`src/rtl/uart_pkg.sv`:
```
// Shared UART types and constants, reusable by the transmitter and a future receiver.
package uart_pkg;

  localparam int DATA_W = 8;
  localparam int DIV_W  = 16;

  typedef enum logic [2:0] {
    IDLE,
    START,
    DATA,
    PARITY,
    STOP1,
    STOP2
  } state_t;

  // Even parity makes the total count of ones even; odd parity is its inverse.
  function automatic logic parity_of(input logic [DATA_W-1:0] data, input logic even);
    return even ? (^data) : ~(^data);
  endfunction

endpackage

```
`src/rtl/uart_baud_counter.sv`:
```
// Bit-period timer: loads a divider at frame start and flags the last cycle of each bit.
module uart_baud_counter
  import uart_pkg::*;
(
  input  logic             clock_i,
  input  logic             reset_i,
  input  logic             load,
  input  logic             enable,
  input  logic [DIV_W-1:0] divider,
  output logic             bit_done
);

  logic [DIV_W-1:0] reload_reg;
  logic [DIV_W-1:0] count_reg;
  logic [DIV_W-1:0] period_m1;

  // A divider of zero is treated as one cycle per bit.
  assign period_m1 = (divider == '0) ? '0 : divider - DIV_W'(1);

  always_ff @(posedge clock_i) begin
    if (reset_i) begin
      reload_reg <= '0;
      count_reg  <= '0;
    end else if (load) begin
      reload_reg <= period_m1;
      count_reg  <= period_m1;
    end else if (enable) begin
      if (count_reg == '0) count_reg <= reload_reg;
      else                 count_reg <= count_reg - DIV_W'(1);
    end
  end

  assign bit_done = enable && (count_reg == '0);

endmodule

```
`src/rtl/uart_tx.sv`:
```
// UART transmitter: 8 data bits LSB first, optional even/odd parity, 1 or 2 stop bits.
module uart_tx
  import uart_pkg::*;
(
  input  logic              clock_i,
  input  logic              reset_i,
  input  logic              write_i,
  input  logic              two_stop_bits_i,
  input  logic              parity_bit_i,
  input  logic              parity_even_i,
  input  logic [DIV_W-1:0]  clock_divider_i,
  input  logic [DATA_W-1:0] data_i,
  output logic              serial_o,
  output logic              busy_o
);

  state_t            state_reg;
  logic [DATA_W-1:0] shift_reg;
  logic [2:0]        bit_idx_reg;
  logic              parity_en_reg;
  logic              parity_val_reg;
  logic              two_stop_reg;
  logic              serial_reg;
  logic              busy_reg;
  logic              start_frame;
  logic              bit_done;

  assign start_frame = (state_reg == IDLE) && write_i;

  uart_baud_counter u_baud (
    .clock_i  (clock_i),
    .reset_i  (reset_i),
    .load     (start_frame),
    .enable   (state_reg != IDLE),
    .divider  (clock_divider_i),
    .bit_done (bit_done)
  );

  always_ff @(posedge clock_i) begin
    if (reset_i) begin
      state_reg      <= IDLE;
      shift_reg      <= '0;
      bit_idx_reg    <= '0;
      parity_en_reg  <= 1'b0;
      parity_val_reg <= 1'b0;
      two_stop_reg   <= 1'b0;
      serial_reg     <= 1'b1;
      busy_reg       <= 1'b1;
    end else begin
      case (state_reg)
        IDLE: begin
          serial_reg <= 1'b1;
          busy_reg   <= 1'b0;
          if (write_i) begin
            state_reg      <= START;
            shift_reg      <= data_i;
            parity_en_reg  <= parity_bit_i;
            parity_val_reg <= parity_of(data_i, parity_even_i);
            two_stop_reg   <= two_stop_bits_i;
            serial_reg     <= 1'b0;
            busy_reg       <= 1'b1;
          end
        end
        START: if (bit_done) begin
          state_reg   <= DATA;
          bit_idx_reg <= '0;
          serial_reg  <= shift_reg[0];
          shift_reg   <= shift_reg >> 1;
        end
        DATA: if (bit_done) begin
          if (bit_idx_reg == 3'd7) begin
            state_reg  <= parity_en_reg ? PARITY : STOP1;
            serial_reg <= parity_en_reg ? parity_val_reg : 1'b1;
          end else begin
            bit_idx_reg <= bit_idx_reg + 3'd1;
            serial_reg  <= shift_reg[0];
            shift_reg   <= shift_reg >> 1;
          end
        end
        PARITY: if (bit_done) begin
          state_reg  <= STOP1;
          serial_reg <= 1'b1;
        end
        STOP1: if (bit_done) begin
          // Line stays high; busy drops as soon as the final stop bit completes.
          state_reg <= two_stop_reg ? STOP2 : IDLE;
          busy_reg  <= two_stop_reg;
        end
        STOP2: if (bit_done) begin
          state_reg <= IDLE;
          busy_reg  <= 1'b0;
        end
        default: begin
          state_reg  <= IDLE;
          serial_reg <= 1'b1;
          busy_reg   <= 1'b0;
        end
      endcase
    end
  end

  assign serial_o = serial_reg;
  assign busy_o   = busy_reg;

endmodule

```
`config.mk`:
```
export PLATFORM = sky130hd
export DESIGN_NAME = uart_tx
export DESIGN_NICKNAME = d
export VERILOG_FILES = /design/src/rtl/uart_pkg.sv /design/src/rtl/uart_baud_counter.sv /design/src/rtl/uart_tx.sv
export SDC_FILE = /design/constraint.sdc
export NUM_CORES = 1
export LEC_CHECK = 0
export CORE_MARGIN = 2
export CORE_UTILIZATION = 37
export DETAILED_ROUTE_END_ITERATION = 6
export SLEW_MARGIN = 20
export SYNTH_ARGS = -nofsm -noshare
export SYNTH_HDL_FRONTEND = slang
export SYNTH_HIERARCHICAL = 1
export SYNTH_SLANG_ARGS = --single-unit
export TNS_END_PERCENT = 1
```
`constraint.sdc`:
```
create_clock -name clock_i -period 4.3 [get_ports clock_i]
set_clock_uncertainty 0.2 [all_clocks]
set_input_delay 0.86 -clock clock_i [delete_from_list [all_inputs] [get_ports clock_i]]
set_output_delay 0.86 -clock clock_i [all_outputs]
set_load 0.02 [all_outputs]
```
[After elaboration in Yosys (flattened, before gate mapping)]
Index checks and enable logic that the tools add are counted.
Storage, ports and cells
  memories kept: 0
  output and inout bits: 2
  word-level logic and storage cells: 82
  memory bits (writable): 0
  bits in read-only memories: 0
  latch bits: 0
  register bits: 51
Operators by class
  $lt $le $gt $ge: 0
  add/sub/neg operators: 3
  divide/modulo/power cells: 0
  reductions and logical operators: 18
  shifts and indexed selects: 0
  eq/ne operators: 14
  bitwise gates (word level): 3
  multiplexer cells: 34
  $mul: 0
Operators with widths (count)
  16-bit two-way mux: 4
  3-bit two-way mux: 11
  16-bit logical NOT: 2
  8-bit two-way mux: 4
  16-bit by 1-bit subtractor with 16-bit output (second input constant): 2
  8-bit case mux with 3 select lines: 1
  3-bit case mux with 6 select lines: 1
  2-bit inequality test (second input constant): 8
  1-bit two-way mux: 10
  3-bit == test (second input constant): 3
  4-bit AND reduction: 2
  8-bit parity: 1
  7-bit AND reduction: 1
  3-bit by 2-bit == test with 1-bit output (second input constant): 2
  3-bit case mux with 2 select lines: 1
  3-bit nonzero test: 2
  1-bit case mux with 5 select lines: 1
  5-bit AND reduction: 1
  1-bit case mux with 4 select lines: 1
  2-bit nonzero test: 2
  3-bit by 1-bit adder with 3-bit output (second input constant): 1
  3-bit by 1-bit == test with 1-bit output (second input constant): 1
  3-bit logical NOT: 1
  1-bit NOT: 3
  other kinds (5): 6

[Depth between registers and ports, before layout]
  depth in word-level cells: 4
  gate-level depth with buffers: 11
  mapped depth without buffers: 9

[Hierarchy]
The synthesis kept the hierarchy.
By module, submodules not included
  uart_baud_counter: cells each 284, area each 2223.4 um^2, times used 1, sequential area each 640.6 um^2
  uart_tx: cells each 134, area each 1161.1 um^2, times used 1, sequential area each 380.4 um^2

[Worst setup path after synthesis]
No wires, ideal clock.
  path kind: register to register
  from: register state_reg[2]
  to: register shift_reg[5]
  arrival time: 2.309 ns
  path buffers: 3
  slack: 1.703 ns
  library setup time: 0.088 ns
  period minus slack after synthesis: 2.597 ns
  required time: 4.012 ns
  stages on the path, launching flop included: 11
  path through: dfxtp_1 -> clkbuf_1 -> or3_1 -> inv_1 -> nor4_1 -> clkbuf_1 -> nand4bb_1 -> a31oi_4 -> buf_6 -> nor2_1 -> a311oi_2
Between the ends
  longest elaborated chain between the ends: 4
  elaborated cells on any way between the ends: 12
  those cells by class: 6 x eq/ne; 1 x mux; 5 x reduce/logical
RTL lines
  start, declared: RTL line uart_tx.sv:17  | state_t state_reg;
  start signal, assigned: RTL line uart_tx.sv:72  | state_reg <= parity_en_reg ? PARITY : STOP1;
  start signal, assigned: RTL line uart_tx.sv:86  | state_reg <= two_stop_reg ? STOP2 : IDLE;
  3-bit nonzero test (*): RTL line uart_tx.sv:34  | .enable (state_reg != IDLE),
  1-bit logical AND (*): RTL line uart_baud_counter.sv:33  | assign bit_done = enable && (count_reg == '0);
  via bit_done: RTL line uart_tx.sv:26  | logic bit_done;
  2-bit inequality test (no line)
  5-bit AND reduction (no line) (*)
  end signal, assigned: RTL line uart_tx.sv:56  | shift_reg <= data_i;
  end signal, assigned: RTL line uart_tx.sv:68  | shift_reg <= shift_reg >> 1;
  end signal, assigned: RTL line uart_tx.sv:77  | shift_reg <= shift_reg >> 1;
  end, declared: RTL line uart_tx.sv:18  | logic [DATA_W-1:0] shift_reg;
The timed path passes the listed nets; every way through them passes the cells marked *.
A chain may end at the register's enable or synchronous reset.

[Worst setup path after layout]
  from: register state_reg[2]
  to: register shift_reg[1]
Same word-level chain as after synthesis.

==> summary.md <==
| Metric | Value |
|---|---|
| Outcome | finished, final reports clean |
| Mapped Nets | 454 |
| Gpl congestion | 0.8372 |
| CP endpoint kind | register |
| Largest family of logic cells by synthesized area | simple AND/OR/NAND/NOR gates |
| Total number of vias | between 3000 and 4000 |
| Min Tclk post-route | 3.249 ns |
| Synth cell types | 67 |
| Post-synthesis cell area | 0.003384 mm2 |
| Power density over the cells | 333.7 mW/mm2 |
| Drt first pass iters | 4 |
| Root Driver | clkbuf_8 |
| Setup-failing EPs final | 0 |
| Net Sw Power | approximately 430 uW |
| Clock sink count | 51 |
| H-Tree Depth | 2 |
| Maximum clock path buffer count | 2 |
| Worst r2r dst | shift_reg[1] |
| Post-Syn Instances | ~420 |
| 1st-iter DRT viols | about 150 |
| Max Freq | 0.3078 GHz |
| Syn. warnings | 6 |
| Worst-Skew Late Latency | between 0.3 and 0.4 ns |
| RSZ-0062 raised after global routing | no |
| Max rail drop VDD | 0.1565 mV |
| Vias in the first global route | between 2000 and 3000 |
| Comb power frac | around 30% |
| Post-synth EDFFs | 0 |
| N_diodes | 0 |
| Hold path startpoint | shift_reg[1] |
| Switching portion of total power | 33.79% |
| Hold Path End | shift_reg[0] |
| Hold slack | 0.2669 ns |
| Die area | 0.009928 mm2 |
| Ports | 32 |
| Final hold violation count | 0 |
| Post-CTS Setup Inserts | 0 |
| Max-slew violations | 0 |
| Internal Dissipation | 844.0 uW |
| CP required | 4.31 ns |
| Flop pwr share | 45.4% |
| Area Overhead vs Synth | 12.86% |
| # DRC | 0 |
| Startpoint Class | register |
| Antenna Violating Nets Remaining | 0 |
| Crit path max fanout | 23 |
| Ratio of final minimum period to clock period | between 70% and 80% |
| Adder-Cell Fraction of Synth Area | roughly 2.2% |
| HPWL Detailed | 5906 um |
| CP max stage cell | dfxtp_1 |
| R2R depth | 9 |
| Cell mode on critical path | buf_4 |
| Min-delay worst type | reg2reg |
| Post-synthesis simple-gate area fraction | 27.99% |
| Starting Density | 38.43% |
| Critical Path Max Stage Delay | 0.85 ns |
| Avg Vias per Cell | around 5.6 |
| Slew Limit Headroom | 47.14% |
| CTS tree | done |
| Layout cells sized above 1 | 8.065% |
| First-pass GRT wire length | 13950 um |
| Core area | 0.008806 mm2 |
| Rows | 34 |
| Overflow after GRT | 0 |
| Overall Global Routing Usage | 16.96% |
| CTS clk-pin slew, worst paths | about 0.1 ns |
| Crit-path cells | or3_1, buf_4, inv_1, nor4_1, buf_4, nand4bb_1, a31oi_4, nor2_1, a311oi_1 |
| Avg Inst Size Synth | just over 8 um2 |
| Max_cap viols | 0 |
| Hold Buf Count CTS | 0 |
| CTS buffer count | 5 |
| Arrival @ worst endpoint | 3.26 ns |
| Register-to-register setup slack | 1.05 ns |
| Mux cell area share after synthesis | 2.662% |
| Crit. Startpoint | state_reg[2] |
| Worst-Margin Slew | 0.7918 ns |
| Asr flop ratio synth | 0% |
| Clock power frac | 24.0% |
| Setup_tns | 0 ns |
| Leading cell type in the layout, fill and taps excluded | dfxtp_1 |
| Antenna violations before repair | 0 |
| WL per Instance | 15.04 um |
| Port Buffer Count | 31 |
| Hold path depth | 2 |
| Largest net degree at the start of global routing | 34 |
| Die Span Y | 99.64 um |
| Most frequent cells in the layout | dfxtp_1 (51), nor2_1 (48), nand2_1 (33) |
| Post-Synth XOR/XNOR Area | 6.359% |
| Final wirelength | 8152 um |
| Synth Area in Compound Gates | 24.29% |
| Sequential share of the synthesized area | slightly above 30% |
| FF+latch count, synth | 51 |
| Horiz. Die Dim | about 100 um |
| Synth Flop Type | dfxtp_1 |
| Critical path class | reg2reg |
| Worst reg2reg startpoint | state_reg[2] |
| Layout Nets | 469 |
| Static leakage | 1.406 nW |
| Post_cts resized | 0 |
## synthesized netlist by cell type, drive strengths merged, types with 6 or more instances
cell type,number,share of area [%]
nand4,7,1.5
mux2i,9,2.7
inv,15,1.7
a31oi,6,1.6
a311oi,7,2.2
dfxtp,51,30
nor3b,6,1.6
xnor2,15,3.9
nor2,49,5.7
o21ai,26,3.8
clkbuf,19,2.1
o21a,7,1.6
nor4,10,3.1
nand3b,6,1.3
ha,6,2.2
nand2,34,3.8
nand2b,18,3.3
nor3,10,1.6
xor2,7,1.8
a211oi,13,3.2
a21oi,25,3.7
buf,11,2.6
## worst max path at each step
stage / endpoint / slack (ns) / depth (start not counted)
after global routing: shift_reg[4] / 0.74 / 9
after CTS: shift_reg[1] / 1.06 / 9
final: shift_reg[1] / 1.05 / 9
after detailed placement: u_baud/count_reg[7] / 1.10 / 5
after global placement: shift_reg[6] / 1.11 / 9
after floorplan: shift_reg[5] / 1.70 / 10
## cell type report
type                       instances  area, um2
inverter                          15      56.30
sequential                        51       1021
multi-input combinational        322       2150
clock buffer                       8      100.1
tap                              108      135.1
timing repair buffer              38      357.8
fill                             930       4986
## power groups by stage
stage	registers, mW	logic, mW	clock network [mW]
final	0.579	0.391	0.305
after global routing	0.587	0.437	0.331
after CTS	0.578	0.392	0.319
after detailed placement	0.589	0.390	0
after global placement	0.587	0.387	0
after floorplan	0.565	0.308	0
## cells by family (layout without fill, tap and decap cells)
family	count (synthesis)	in the layout
xor gates and xnor gates	23	23
AOI/OAI and AO/OA	118	118
buffers and inverters	45	61
DFF	51	51
and+or+nand+nor	166	166
muxes	9	9
adders and majority gates	6	6
## through the flow
step                      std cells  total power [mW]  instance area (um2)  setup WS [ns]  util, %
after floorplan                 418            0.8727                 3385          1.703        -
after global placement          534            0.9743                 3720          1.109    42.24
after detailed placement        534            0.9790                 3720          1.097    42.24
after CTS                       542             1.289                 3820          1.060    43.38
after global routing            542             1.355                 3820         0.7423    43.38
final                           542             1.275                 3820          1.051    43.38
## routing by layer
metal	global-route usage, %	routed length (um)	vias to the layer above	share of wire (%)
met1	21.88	4021	1452	49
met2	29.57	3790	50	46
met3	2.460	264	7	3.2
met4	4.531	74	0	0.91
li1	-	-	1546	-
met5	0	0	-	0
## critical path: cells and delay by family (launching register included)
| family | cells | cell delay (ns) |
|---|---|---|
| buf+inv | 3 | 0.66 |
| compound gates | 2 | 0.71 |
| simple gates | 4 | 0.71 |
| flops | 1 | 0.85 |
No activity file was read; power rests on OpenSTA's default activity.
